===== src/rtl/fp_pkg.sv =====
// fp_pkg: op encodings and default field layout shared by the
// fp add/sub pipeline and its users.
package fp_pkg;

    localparam logic OP_ADD = 1'b0;
    localparam logic OP_SUB = 1'b1;

    localparam int FP_E_W = 8;
    localparam int FP_M_W = 23;

    typedef struct packed {
        logic              sign;
        logic [FP_E_W-1:0] exp;
        logic [FP_M_W-1:0] mant;
    } fp_t;

endpackage


===== src/rtl/fp_addsub_pipe_if.sv =====
// fp_addsub_pipe_if: operand-in / result-out valid-ready bundle.
// master drives operands and consumes results; slave is the pipeline.
interface fp_addsub_pipe_if #(
    parameter int E_W = 8,
    parameter int M_W = 23
);
    localparam int W = 1 + E_W + M_W;

    logic         in_valid;
    logic         in_ready;
    logic         op;
    logic [W-1:0] a;
    logic [W-1:0] b;
    logic         out_valid;
    logic         out_ready;
    logic [W-1:0] p;
    logic         ovf;
    logic         zero;

    modport master (
        output in_valid, op, a, b, out_ready,
        input  in_ready, out_valid, p, ovf, zero
    );

    modport slave (
        input  in_valid, op, a, b, out_ready,
        output in_ready, out_valid, p, ovf, zero
    );
endinterface


===== src/rtl/fp_lzc.sv =====
// fp_lzc: combinational leading-zero counter; an all-zero input
// returns WIDTH.
module fp_lzc #(
    parameter int WIDTH = 27,
    parameter int CNT_W = $clog2(WIDTH + 1)
) (
    input  logic [WIDTH-1:0] i_data,
    output logic [CNT_W-1:0] o_cnt
);
    always_comb begin
        o_cnt = CNT_W'(WIDTH);
        for (int i = 0; i < WIDTH; i++) begin
            if (i_data[i]) o_cnt = CNT_W'(WIDTH - 1 - i);
        end
    end
endmodule


===== src/rtl/fp_addsub_pipe.sv =====
// fp_addsub_pipe: 3-stage float add/sub (align, add, normalise) with a
// global stall. FP_ADDSUB_ROUND_EN selects round-nearest-even, else truncate.
module fp_addsub_pipe
    import fp_pkg::*;
#(
    parameter int E_W = 8,
    parameter int M_W = 23
) (
    input logic             clk,
    input logic             rst,
    fp_addsub_pipe_if.slave bus
);
    localparam int W   = 1 + E_W + M_W;
    localparam int XW  = M_W + 4;
    localparam int ENW = E_W + 2;
    localparam int LZW = $clog2(XW + 1);
    localparam logic signed [ENW-1:0] EXP_ONE = ENW'(1);
    localparam logic signed [ENW-1:0] EXP_MAX = ENW'((1 << E_W) - 1);

    logic w_adv;
    logic r_out_valid;
    logic [W-1:0] r_p;
    logic r_ovf;
    logic r_zero;

    assign w_adv         = !r_out_valid || bus.out_ready;
    assign bus.in_ready  = w_adv;
    assign bus.out_valid = r_out_valid;
    assign bus.p         = r_p;
    assign bus.ovf       = r_ovf;
    assign bus.zero      = r_zero;

    logic [E_W-1:0] w_ea, w_eb, w_big_e, w_sml_e, w_diff;
    logic [M_W:0]   w_ma, w_mb, w_big_m, w_sml_m;
    logic           w_sa, w_sb, w_a_big, w_stk;
    logic [XW-1:0]  w_ext, w_shr, w_mask, w_aln;

    always_comb begin
        w_ea    = bus.a[W-2:M_W];
        w_eb    = bus.b[W-2:M_W];
        w_ma    = (w_ea == '0) ? '0 : {1'b1, bus.a[M_W-1:0]};
        w_mb    = (w_eb == '0) ? '0 : {1'b1, bus.b[M_W-1:0]};
        w_sa    = bus.a[W-1];
        w_sb    = bus.b[W-1] ^ (bus.op == OP_SUB);
        w_a_big = {w_ea, w_ma} >= {w_eb, w_mb};
        w_big_e = w_a_big ? w_ea : w_eb;
        w_sml_e = w_a_big ? w_eb : w_ea;
        w_big_m = w_a_big ? w_ma : w_mb;
        w_sml_m = w_a_big ? w_mb : w_ma;
        w_diff  = w_big_e - w_sml_e;
        // Bits shifted out collapse into the sticky LSB.
        w_ext   = {w_sml_m, 3'b000};
        w_shr   = w_ext >> w_diff;
        w_mask  = ~({XW{1'b1}} << w_diff);
        w_stk   = |(w_ext & w_mask);
        w_aln   = {w_shr[XW-1:1], w_shr[0] | w_stk};
    end

    logic           r1_valid, r1_sign, r1_sub;
    logic [E_W-1:0] r1_exp;
    logic [XW-1:0]  r1_mb, r1_ms;

    always_ff @(posedge clk or posedge rst) begin
        if (rst) begin
            r1_valid <= 1'b0;
            r1_sign  <= 1'b0;
            r1_sub   <= 1'b0;
            r1_exp   <= '0;
            r1_mb    <= '0;
            r1_ms    <= '0;
        end else if (w_adv) begin
            r1_valid <= bus.in_valid;
            r1_sign  <= w_a_big ? w_sa : w_sb;
            r1_sub   <= w_sa ^ w_sb;
            r1_exp   <= w_big_e;
            r1_mb    <= {w_big_m, 3'b000};
            r1_ms    <= w_aln;
        end
    end

    logic [XW:0] w_sum;
    assign w_sum = r1_sub ? ({1'b0, r1_mb} - {1'b0, r1_ms})
                          : ({1'b0, r1_mb} + {1'b0, r1_ms});

    logic           r2_valid, r2_sign;
    logic [E_W-1:0] r2_exp;
    logic [XW:0]    r2_sum;

    always_ff @(posedge clk or posedge rst) begin
        if (rst) begin
            r2_valid <= 1'b0;
            r2_sign  <= 1'b0;
            r2_exp   <= '0;
            r2_sum   <= '0;
        end else if (w_adv) begin
            r2_valid <= r1_valid;
            r2_sign  <= r1_sign;
            r2_exp   <= r1_exp;
            r2_sum   <= w_sum;
        end
    end

    logic [LZW-1:0] w_lz;

    fp_lzc #(
        .WIDTH (XW),
        .CNT_W (LZW)
    ) u_lzc (
        .i_data (r2_sum[XW-1:0]),
        .o_cnt  (w_lz)
    );

    logic                  w_carry, w_up, w_zr, w_ovf;
    logic [XW-1:0]         w_norm;
    logic [M_W+1:0]        w_rnd;
    logic signed [ENW-1:0] w_exp_n, w_exp_r;
    logic [W-1:0]          w_p;

    assign w_carry = r2_sum[XW];
    assign w_norm  = w_carry ? {r2_sum[XW:2], |r2_sum[1:0]}
                             : (r2_sum[XW-1:0] << w_lz);
    assign w_exp_n = w_carry ? (ENW'(r2_exp) + EXP_ONE)
                             : (ENW'(r2_exp) - ENW'(w_lz));

`ifdef FP_ADDSUB_ROUND_EN
    assign w_up = w_norm[2] & (w_norm[3] | w_norm[1] | w_norm[0]);
`else
    logic w_unused_grs;
    assign w_up         = 1'b0;
    assign w_unused_grs = ^w_norm[2:0];
`endif

    // A rounding carry leaves the fraction all-zero and bumps the exponent.
    assign w_rnd   = {1'b0, w_norm[XW-1:3]} + (M_W+2)'(w_up);
    assign w_exp_r = w_rnd[M_W+1] ? (w_exp_n + EXP_ONE) : w_exp_n;
    assign w_zr    = (r2_sum == '0) || (w_exp_n < EXP_ONE);

    always_comb begin
        w_p   = {r2_sign, w_exp_r[E_W-1:0], w_rnd[M_W-1:0]};
        w_ovf = 1'b0;
        if (w_zr) begin
            w_p = '0;
        end else if (w_exp_r >= EXP_MAX) begin
            w_p   = {r2_sign, {E_W{1'b1}}, {M_W{1'b0}}};
            w_ovf = 1'b1;
        end
    end

    always_ff @(posedge clk or posedge rst) begin
        if (rst) begin
            r_out_valid <= 1'b0;
            r_p         <= '0;
            r_ovf       <= 1'b0;
            r_zero      <= 1'b0;
        end else if (w_adv) begin
            r_out_valid <= r2_valid;
            r_p         <= w_p;
            r_ovf       <= w_ovf;
            r_zero      <= w_zr;
        end
    end
endmodule


===== src/flat_wrapper.sv =====
// flat-port wrapper written by rule: the top's interface ports become plain ports
module fp_addsub_pipe_flat import fp_pkg::*;
#(
    parameter int E_W = 8,
    parameter int M_W = 23
)
  (clk, rst, bus_in_valid, bus_op, bus_a, bus_b, bus_out_ready, bus_in_ready, bus_out_valid, bus_p, bus_ovf, bus_zero);
  fp_addsub_pipe_if #(.E_W(E_W), .M_W(M_W)) bus_i ();
  input logic clk;
  input logic rst;
  input wire logic [$bits(bus_i.in_valid)-1:0] bus_in_valid;
  input wire logic [$bits(bus_i.op)-1:0] bus_op;
  input wire logic [$bits(bus_i.a)-1:0] bus_a;
  input wire logic [$bits(bus_i.b)-1:0] bus_b;
  input wire logic [$bits(bus_i.out_ready)-1:0] bus_out_ready;
  output wire logic [$bits(bus_i.in_ready)-1:0] bus_in_ready;
  output wire logic [$bits(bus_i.out_valid)-1:0] bus_out_valid;
  output wire logic [$bits(bus_i.p)-1:0] bus_p;
  output wire logic [$bits(bus_i.ovf)-1:0] bus_ovf;
  output wire logic [$bits(bus_i.zero)-1:0] bus_zero;
  assign bus_i.in_valid = bus_in_valid;
  assign bus_i.op = bus_op;
  assign bus_i.a = bus_a;
  assign bus_i.b = bus_b;
  assign bus_i.out_ready = bus_out_ready;
  assign bus_in_ready = bus_i.in_ready;
  assign bus_out_valid = bus_i.out_valid;
  assign bus_p = bus_i.p;
  assign bus_ovf = bus_i.ovf;
  assign bus_zero = bus_i.zero;
  fp_addsub_pipe #(.E_W(E_W), .M_W(M_W)) u_core (.clk(clk), .rst(rst), .bus(bus_i));
endmodule

===== config.mk =====
export PLATFORM = sky130hd
export DESIGN_NAME = fp_addsub_pipe_flat
export DESIGN_NICKNAME = d
export VERILOG_FILES = /design/src/rtl/fp_pkg.sv /design/src/rtl/fp_addsub_pipe_if.sv /design/src/rtl/fp_lzc.sv /design/src/rtl/fp_addsub_pipe.sv /design/src/flat_wrapper.sv
export SDC_FILE = /design/constraint.sdc
export NUM_CORES = 1
export LEC_CHECK = 0
export CAP_MARGIN = 10
export CORE_MARGIN = 2
export CORE_UTILIZATION = 60
export CTS_BUF_LIST = sky130_fd_sc_hd__clkbuf_8
export CTS_CLUSTER_SIZE = 25
export DETAILED_ROUTE_END_ITERATION = 10
export GPL_TIMING_DRIVEN = 0
export PLACE_DENSITY = 0.8
export SETUP_SLACK_MARGIN = 0.3
export SLEW_MARGIN = 20
export SYNTH_ARGS = -nofsm -noshare
export SYNTH_HDL_FRONTEND = slang
export SYNTH_SLANG_ARGS = --single-unit

===== constraint.sdc =====
create_clock -name clk -period 7.07 [get_ports clk]
set_clock_uncertainty 0.2 [all_clocks]
set_input_delay 1.7675 -clock clk [delete_from_list [all_inputs] [get_ports clk]]
set_output_delay 1.7675 -clock clk [all_outputs]
set_load 0.005 [all_outputs]

==> impl_metrics.yaml, run 1 <==
power:
  seq_power_share: 0.252
  power_per_cell_area_nw_per_um2: 356
  swShare: 0.509
  power_frac_comb: 0.632
  clkPwrFrac: 0.115
  total_switching_power_w: 0.00274
  vdd.ir_drop.worst_mv: 0.195
  p_leak_nw: 6.79
  design_power_total_w: 0.00539
  internal_dissipation_w: 0.00265
setup_path:
  timing.critical_path.fanout_max: 10
  worst-endpoint-arrival_ns: 6.89
  worst_r2r_startpoint: "u_core.r2_sum[2]$_DFFE_PP0P_"
  cell_count_of_the_worst_reg_to_reg_path: 25
  worst-setup-path-type: "input pin to flip-flop"
  setup.worst_path.start_class: "input pin"
  setup_slack_reg_to_reg_ns: 0.77
  r2r_end: "u_core.bus.p[11]$_DFFE_PP0P_"
  end_kind: "flip-flop"
  required_ns: 7.20
clock_tree:
  clk_pin_slew_worst_paths_ns: 0.09
  number_of_buffers_added_by_the_clock_tree_synthesis_step: 17
  htree_levels: 4
  cts_root_buffer: "sky130_fd_sc_hd__clkbuf_8"
  cts_tree: "yes"
  maximum_count_of_clock_buffers_along_a_single_path: 2
  cts_sinks: 135
  clock_insertion_delay_worst_skew_ns: 0.47
yosys:
  synth_enable_flop_cells: 0
  syn-cell-area_um2: 12800
  postSynthNetCount: 1852
  synthesis.yosys.warnings: 0
  synth-async-reset-ratio: 1.00
  yosys-top-cells-area: "sky130_fd_sc_hd__dfrtp_1 (26%), sky130_fd_sc_hd__ha_1 (8.7%), sky130_fd_sc_hd__nand2_1 (8.0%)"
  seq_area_frac_synth: 0.264
  yosys.cell_types.count: 85
  synthDominantAreaCellType: "sky130_fd_sc_hd__dfrtp_1"
  yosysMostFrequentCell: "sky130_fd_sc_hd__nand2_1"
  yosys.area.top_type_share: 0.264
  netlist_instances: 1692
  ys_seq_elements: 135
  syn_avg_cell_area_um2: 7.57
  ys_top_cells_by_count: "sky130_fd_sc_hd__nand2_1 (272), sky130_fd_sc_hd__nor2_1 (145), sky130_fd_sc_hd__o21ai_0 (143)"
  synth_flop_cell: "sky130_fd_sc_hd__dfrtp_1"
worst_hold_path:
  hold_path.startpoint: "u_core.r2_valid$_DFFE_PP0P_"
  worstHoldEndpoint: "u_core.r2_valid$_DFFE_PP0P_"
  worst_hold_path.num_cells: 2
  worst_hold_path_type: "flip-flop to flip-flop"
die:
  design.die.area_um2: 22500
  fp.dieW_um: 150
  placeableCoreArea_um2: 21000
  row_count: 53
  initial_utilization: 0.609
  fp.dieH_um: 150
  boundaryPins: 105
place:
  place_ws_ns: -1.49
  gp_congestion: 1.01
  numPortBuffers: 104
  hpwl_um: 36400
sta:
  fmax_mhz: 148
  setup_repair_after_global_routing_missed_its_margin: "true"
  timing.final.crit_share: 0.956
  timing_worst_slew_pin_value_ns: 0.930
  relSlewSlack: 0.380
  totalNegativeSetupSlack_ns: 0
  final.min_clock_period_ns: 6.76
  count_of_final_hold_check_violations: 0
  timing.final.max_slew_violations: 0
  setup_slack_ns: 0.311
  timing.final.setup_violations: 0
global_routing:
  grt_antenna_before_repair: 2
  grt_pass1_wl_um: 72500
  number_of_global_route_vias_before_repair: 13200
  groute.usage.overall: 0.414
  grt_max_degree: 108
  grt_overflow_total: 0
finish:
  drive_above_1_share: 0.0972
  layout.nets: 1999
  area_growth_pct: 18.2
detailed_routing:
  post_drt_via_cell_ratio: 6.71
  remaining_drc_errors: 0
  drtAntennaViolNets: 0
  drtIter0Drc: 1513
  total_wirelength_of_the_detailed_routed_design_um: 47400
  wl_per_cell_um: 22.3
  via_count: 14300
  drt_pre_antenna_iters: 6
run_status:
  result_of_the_run: "finished, final reports clean"
job:
  maxCapViolCount: 0
-- power by group through the flow --
stage	logic [W]	clock network (W)	registers, W
6_report	0.00341	0.000622	0.00136
4_1_cts	0.00327	0.000618	0.00134
3_5_place_dp	0.00321	0	0.00136
5_1_grt	0.00366	0.000649	0.00138
3_3_place_gp	0.00313	0	0.00134
2_1_floorplan	0.00219	0	0.00125
-- how the worst max path moves through the flow --
| stage | to | depth (start not counted) | startpoint |
|---|---|---|---|
| global route | u_core.r1_ms[1]$_DFFE_PP0P_ | 27 | bus_a[26] |
| global placement | u_core.r1_ms[0]$_DFFE_PP0P_ | 24 | bus_b[28] |
| finish | u_core.r1_ms[0]$_DFFE_PP0P_ | 24 | bus_a[27] |
| CTS | u_core.r1_ms[0]$_DFFE_PP0P_ | 25 | bus_b[29] |
| detailed placement | u_core.r1_ms[0]$_DFFE_PP0P_ | 25 | bus_a[23] |
| floorplan | u_core.r1_ms[0]$_DFFE_PP0P_ | 25 | bus_a[26] |
-- placed cells by master, fill, tap and decap left out, drive strengths merged, types with 6 or more instances in the layout --
master / synthesis / final
dfrtp: 135 / 135
mux2i: 75 / 75
or3: 17 / 17
a21oi: 129 / 129
nor2: 145 / 145
o22ai: 14 / 14
clkdlybuf4s50: 0 / 88
a211oi: 15 / 15
a21o: 15 / 15
xnor2: 34 / 34
or2: 6 / 6
a221oi: 10 / 10
inv: 102 / 112
nor4: 18 / 18
mux2: 16 / 16
nand2: 272 / 272
and2: 12 / 12
nor3: 46 / 46
a22oi: 19 / 19
o21a: 12 / 12
dlymetal6s2s: 0 / 10
o21bai: 9 / 9
o211ai: 17 / 17
nor2b: 18 / 18
o21ai: 151 / 151
ha: 89 / 89
o31ai: 14 / 14
nand4: 9 / 9
nand2b: 15 / 15
a221o: 8 / 8
nor3b: 6 / 6
and3: 9 / 9
a31oi: 28 / 28
clkbuf: 69 / 89
nand3: 33 / 33
buf: 29 / 55
a2111oi: 6 / 6
-- registers in the layout (all words and copies together), names as in the netlist --
name,cells
u_core.bus.p,32
u_core.r2_sum,28
u_core.r1_ms,27
u_core.r1_mb,24
u_core.r1_exp,8
u_core.r2_exp,8
u_core.bus.out_valid,1
u_core.bus.ovf,1
u_core.bus.zero,1
u_core.r1_sign,1
u_core.r1_sub,1
u_core.r1_valid,1
u_core.r2_sign,1
u_core.r2_valid,1
-- routing by layer --
layer / global-route usage / wire length [um]
met1: 0.529 / 18600
met2: 0.673 / 21600
met3: 0.0679 / 4460
met4: 0.225 / 2780
met5: 0 / 13
-- worst max-delay path, cell delays in order --
cell                       delay, ns
sky130_fd_sc_hd__clkbuf_2       0.14
sky130_fd_sc_hd__nor4_2         0.38
sky130_fd_sc_hd__nand2_2        0.14
sky130_fd_sc_hd__buf_4          0.20
sky130_fd_sc_hd__buf_6          0.16
sky130_fd_sc_hd__nand2_1        0.09
sky130_fd_sc_hd__inv_1          0.07
sky130_fd_sc_hd__ha_1           0.31
sky130_fd_sc_hd__nand4_1        0.18
sky130_fd_sc_hd__or3_4          0.44
sky130_fd_sc_hd__nor3_4         0.26
sky130_fd_sc_hd__nor4bb_4       0.09
sky130_fd_sc_hd__o21ai_2        0.27
sky130_fd_sc_hd__a21oi_2        0.11
sky130_fd_sc_hd__ha_2           0.20
sky130_fd_sc_hd__buf_4          0.14
sky130_fd_sc_hd__o31ai_4        0.64
sky130_fd_sc_hd__a21boi_1       0.17
sky130_fd_sc_hd__o22ai_2        0.18
sky130_fd_sc_hd__nand3_1        0.12
sky130_fd_sc_hd__a221oi_1       0.34
sky130_fd_sc_hd__nand4_1        0.15
sky130_fd_sc_hd__a211oi_2       0.21
sky130_fd_sc_hd__a41oi_1        0.13
-- cells by family after synthesis --
kind of cell               share of synthesized area
muxes                                         0.0779
AOI/OAI and AO/OA                              0.260
xor gates and xnor gates                      0.0267
adders and majority gates                     0.0900
buffers and inverters                         0.0614
DFF                                            0.264
and+or+nand+nor                                0.220
-- timing repair --
action	in CTS	in global routing
gates resized for setup	61	61
pin swaps	16	19
setup endpoints to repair	27	37
hold buffers	0	0
buffers inserted	13	10
-- cell type report --
cell class / count / area (um^2)
antenna: 1 / 2.50
buffer: 98 / 475
clock buffer: 17 / 234
clock inverter: 15 / 133
fill: 1691 / 5870
inverter: 103 / 397
multi-input combinational: 1356 / 8930
sequential: 135 / 3380
tap: 275 / 344
timing repair buffer: 128 / 1250
-- metrics by stage --
step,cells,utilization,hold WS (ns),area (um^2)
global route,2127,0.720,0.294,15100
global placement,2071,0.675,0.245,14200
detailed placement,2072,0.677,0.255,14200
floorplan,1692,-,0.230,12800
finish,2128,0.721,0.272,15100
CTS,2117,0.709,0.276,14900
No activity file was read; power rests on OpenSTA's default activity.
==> run 2, diff against run 1 <==
--- a/config.mk
+++ b/config.mk
@@ -5,8 +5,9 @@
 export SDC_FILE = /design/constraint.sdc
 export NUM_CORES = 1
 export LEC_CHECK = 0
+export ABC_AREA = 1
 export CAP_MARGIN = 10
-export CORE_MARGIN = 2
+export CORE_MARGIN = 3
 export CORE_UTILIZATION = 60
 export CTS_BUF_LIST = sky130_fd_sc_hd__clkbuf_8
 export CTS_CLUSTER_SIZE = 25
==> run 2 against run 1 <==
  * Synthesized cell count grew 24%
  * Non-clock buffer count shrank 12
  * Global-route usage is 0.61 points lower
  * Worst setup slack improved by 0.13 ns
  * Fmax up 1.9%
  * Sequential share of layout area up 0.21 points
  * Sequential cell count unchanged
  * Cell count rose by 18%
  * Utilization shrank 1.1 points
  * Combinational power rose by 11%
  * First-iteration DRC count increased by 29%
  * Clock-buffer cell count stayed put
  * Largest cell class unchanged
==> impl_metrics.yaml, run 2 <==
worst_hold_path:
  worst_hold_path.num_cells: 2
  worst_hold_path_type: "flip-flop to flip-flop"
sta:
  setup_repair_after_global_routing_missed_its_margin: "false"
  relSlewSlack: 0.414
  final.min_clock_period_ns: 6.63
  timing.final.setup_violations: 0
  timing.final.max_slew_violations: 0
  fmax_mhz: 151
  count_of_final_hold_check_violations: 0
  timing.final.crit_share: 0.938
  timing_worst_slew_pin_value_ns: 0.880
global_routing:
  number_of_global_route_vias_before_repair: 14600
  grt.busiest_layer: "met2"
  grt_antenna_before_repair: 0
  grtUsageMet1: 0.515
  grt_use_met3: 0.0657
  groute.usage.overall: 0.408
  groute.layer.met2.usage: 0.662
  grt_overflow_total: 0
  grt_pass1_wl_um: 77000
  grt_max_degree: 92
power:
  power_frac_comb: 0.646
  swShare: 0.544
  vdd.ir_drop.worst_mv: 0.210
  clkPwrFrac: 0.117
  seq_power_share: 0.238
  design_power_total_w: 0.00586
  total_switching_power_w: 0.00319
  internal_dissipation_w: 0.00268
  p_leak_nw: 7.42
  power_per_cell_area_nw_per_um2: 391
yosys:
  yosys.cell_types.count: 54
  ys_top_cells_by_count: "sky130_fd_sc_hd__nand2_1 (596), sky130_fd_sc_hd__nand3_1 (244), sky130_fd_sc_hd__inv_1 (217)"
  yosys.area.top_type_share: 0.260
  netlist_instances: 2101
  synth-async-reset-ratio: 1.00
  synth_flop_cell: "sky130_fd_sc_hd__dfrtp_1"
  syn-cell-area_um2: 13000
  yosys-top-cells-area: "sky130_fd_sc_hd__dfrtp_1 (26%), sky130_fd_sc_hd__nand2_1 (17%), sky130_fd_sc_hd__nand3_1 (9.4%)"
  ys_seq_elements: 135
  yosysMostFrequentCell: "sky130_fd_sc_hd__nand2_1"
  synthesis.yosys.warnings: 0
  synthDominantAreaCellType: "sky130_fd_sc_hd__dfrtp_1"
  postSynthNetCount: 2261
  syn_avg_cell_area_um2: 6.18
  synth_enable_flop_cells: 0
  seq_area_frac_synth: 0.260
place:
  hpwl_um: 38600
  numPlacedInstances: 2481
  numPortBuffers: 104
  gp_congestion: 1.03
finish:
  post_layout_nonfiller_instances: 2516
  multi_input_gate_area_in_the_final_layout_um2: 8460
  largest_register_ff_count: 32
  storage_cell_area_um2: 3380
  nFillCells: 1837
  drive_above_1_share: 0.0540
  area_growth_pct: 15.5
  layout.cells.most_common: "sky130_fd_sc_hd__nand2_1"
  layout.nets: 2388
  mostFrequentLayoutCells: "sky130_fd_sc_hd__nand2_1 (589), sky130_fd_sc_hd__nand3_1 (241), sky130_fd_sc_hd__inv_1 (217), sky130_fd_sc_hd__o21ai_0 (171), sky130_fd_sc_hd__nor2_1 (164)"
  antenna_diodes: 0
  postLayoutCoreUtil: 0.709
setup_path:
  worst-setup-path-type: "input pin to flip-flop"
  cell_count_of_the_worst_reg_to_reg_path: 26
  required_ns: 7.26
  largest_incremental_delay_on_the_critical_path_ns: 0.54
  worst-endpoint-arrival_ns: 6.82
  end_kind: "flip-flop"
  setup.worst_path.start_class: "input pin"
  timing.critical_path.fanout_max: 10
  critPathMostFrequentCell: "sky130_fd_sc_hd__nand2_1"
  crit_path_top_delay_cell: "sky130_fd_sc_hd__o21ai_0"
detailed_routing:
  post_drt_via_cell_ratio: 6.18
  drt_pre_antenna_iters: 6
  drtAntennaViolNets: 0
  remaining_drc_errors: 0
  wl_per_cell_um: 19.5
  drtIter0Drc: 1953
  via_count: 15600
  total_wirelength_of_the_detailed_routed_design_um: 49200
die:
  fp.dieH_um: 153
  initial_utilization: 0.614
  design.die.area_um2: 23500
  row_count: 53
  placeableCoreArea_um2: 21200
  boundaryPins: 105
  fp.dieW_um: 153
clock_tree:
  maximum_count_of_clock_buffers_along_a_single_path: 2
  cts_root_buffer: "sky130_fd_sc_hd__clkbuf_8"
  cts_tree: "yes"
  cts.hold.buffers_added: 0
  cts_sinks: 135
  clk_pin_slew_worst_paths_ns: 0.08
  htree_levels: 4
  number_of_buffers_added_by_the_clock_tree_synthesis_step: 17
  clock_insertion_delay_worst_skew_ns: 0.48
run_status:
  result_of_the_run: "finished, final reports clean"
job:
  maxCapViolCount: 0
[run 2: cell types whose count changed after synthesis, moves of 26 or more]
cell and change:
sky130_fd_sc_hd__a21oi_1 +26, sky130_fd_sc_hd__inv_1 +118, sky130_fd_sc_hd__mux2i_1 -72, sky130_fd_sc_hd__nand2_1 +324, sky130_fd_sc_hd__nand3_1 +211, sky130_fd_sc_hd__nor3_1 -32, sky130_fd_sc_hd__o21ai_0 +32, sky130_fd_sc_hd__o21ai_1 +30
sky130_fd_sc_hd__xnor2_1 -31
[run 2: what timing repair did]
action                                  in CTS  in global routing
cloned                                       0                  0
buffers inserted                             2                  1
endpoints found under the setup margin      26                 38
gates resized for setup                     10                 53
pin swaps                                    1                 10
[run 2: path summary, 6_finish.rpt]
check / end / start / slack [ns]
setup / recovery: u_core.r1_ms[3]$_DFFE_PP0P_ / bus_a[28] / 0.44
setup reg to reg: u_core.bus.p[21]$_DFFE_PP0P_ / u_core.r2_sum[19]$_DFFE_PP0P_ / 0.72
min in group asynchronous: u_core.bus.p[31]$_DFFE_PP0P_ / rst / 1.47
max in group asynchronous: u_core.r1_ms[6]$_DFFE_PP0P_ / rst / 4.42
hold reg to reg: u_core.bus.out_valid$_DFFE_PP0P_ / u_core.r2_valid$_DFFE_PP0P_ / 0.26
hold / removal: u_core.bus.out_valid$_DFFE_PP0P_ / u_core.r2_valid$_DFFE_PP0P_ / 0.26
[run 2: per-layer routing]
| metal | share of wire | wire, um |
|---|---|---|
| met4 | 0.070 | 3460 |
| met5 | 0 | 0 |
| met1 | 0.38 | 18700 |
| met3 | 0.10 | 4930 |
| met2 | 0.45 | 22100 |
[run 2: area by class of cell]
type / count / area share
Buffer: 106 / 0.0317
Clock buffer: 17 / 0.0156
Clock inverter: 15 / 0.0103
Inverter: 226 / 0.0571
Multi-Input combinational cell: 1634 / 0.564
Sequential cell: 135 / 0.225
Tap cell: 275 / 0.0229
Timing Repair Buffer: 108 / 0.0731
[run 2: metrics by stage]
stage | hold WS (ns) | TNS, ns | setup WS (ns) | cell area, um^2
2_1_floorplan | 0.220 | 0 | 1.14 | 13000
3_3_place_gp | 0.233 | -56.22 | -0.771 | 14400
3_5_place_dp | 0.239 | -15.28 | -0.819 | 14400
4_1_cts | 0.259 | 0 | 0.319 | 14800
5_1_grt | 0.285 | 0 | 0.237 | 15000
6_report | 0.257 | 0 | 0.438 | 15000
[run 2: cell families (layout without fill, tap and decap cells)]
kind of cell / after synthesis / after routing / synth area share
buffers and inverters: 332 / 472 / 0.0992
adder cells (fa/ha/maj): 91 / 91 / 0.0888
AND/OR/NAND/NOR: 1070 / 1070 / 0.348
multiplexers: 3 / 3 / 0.00231
flip-flops: 135 / 135 / 0.260
AO/OA/AOI/OAI: 442 / 442 / 0.183
XOR/XNOR: 28 / 28 / 0.0189
[run 2: power by group through the flow]
stage / clock (W) / sequential, W / combinational [W]
after global routing: 0.000709 / 0.00142 / 0.00418
after detailed placement: 0 / 0.00139 / 0.00360
after global placement: 0 / 0.00138 / 0.00350
final: 0.000683 / 0.00139 / 0.00379
after CTS: 0.000677 / 0.00138 / 0.00363
after floorplan: 0 / 0.00128 / 0.00247
[run 2: worst max-delay path, delay by kind of cell]
family / cells / cell delay (ns)
compound gates: 4 / 1.28
fa+ha+maj: 1 / 0.30
simple gates: 12 / 1.91
buf+inv: 9 / 1.57
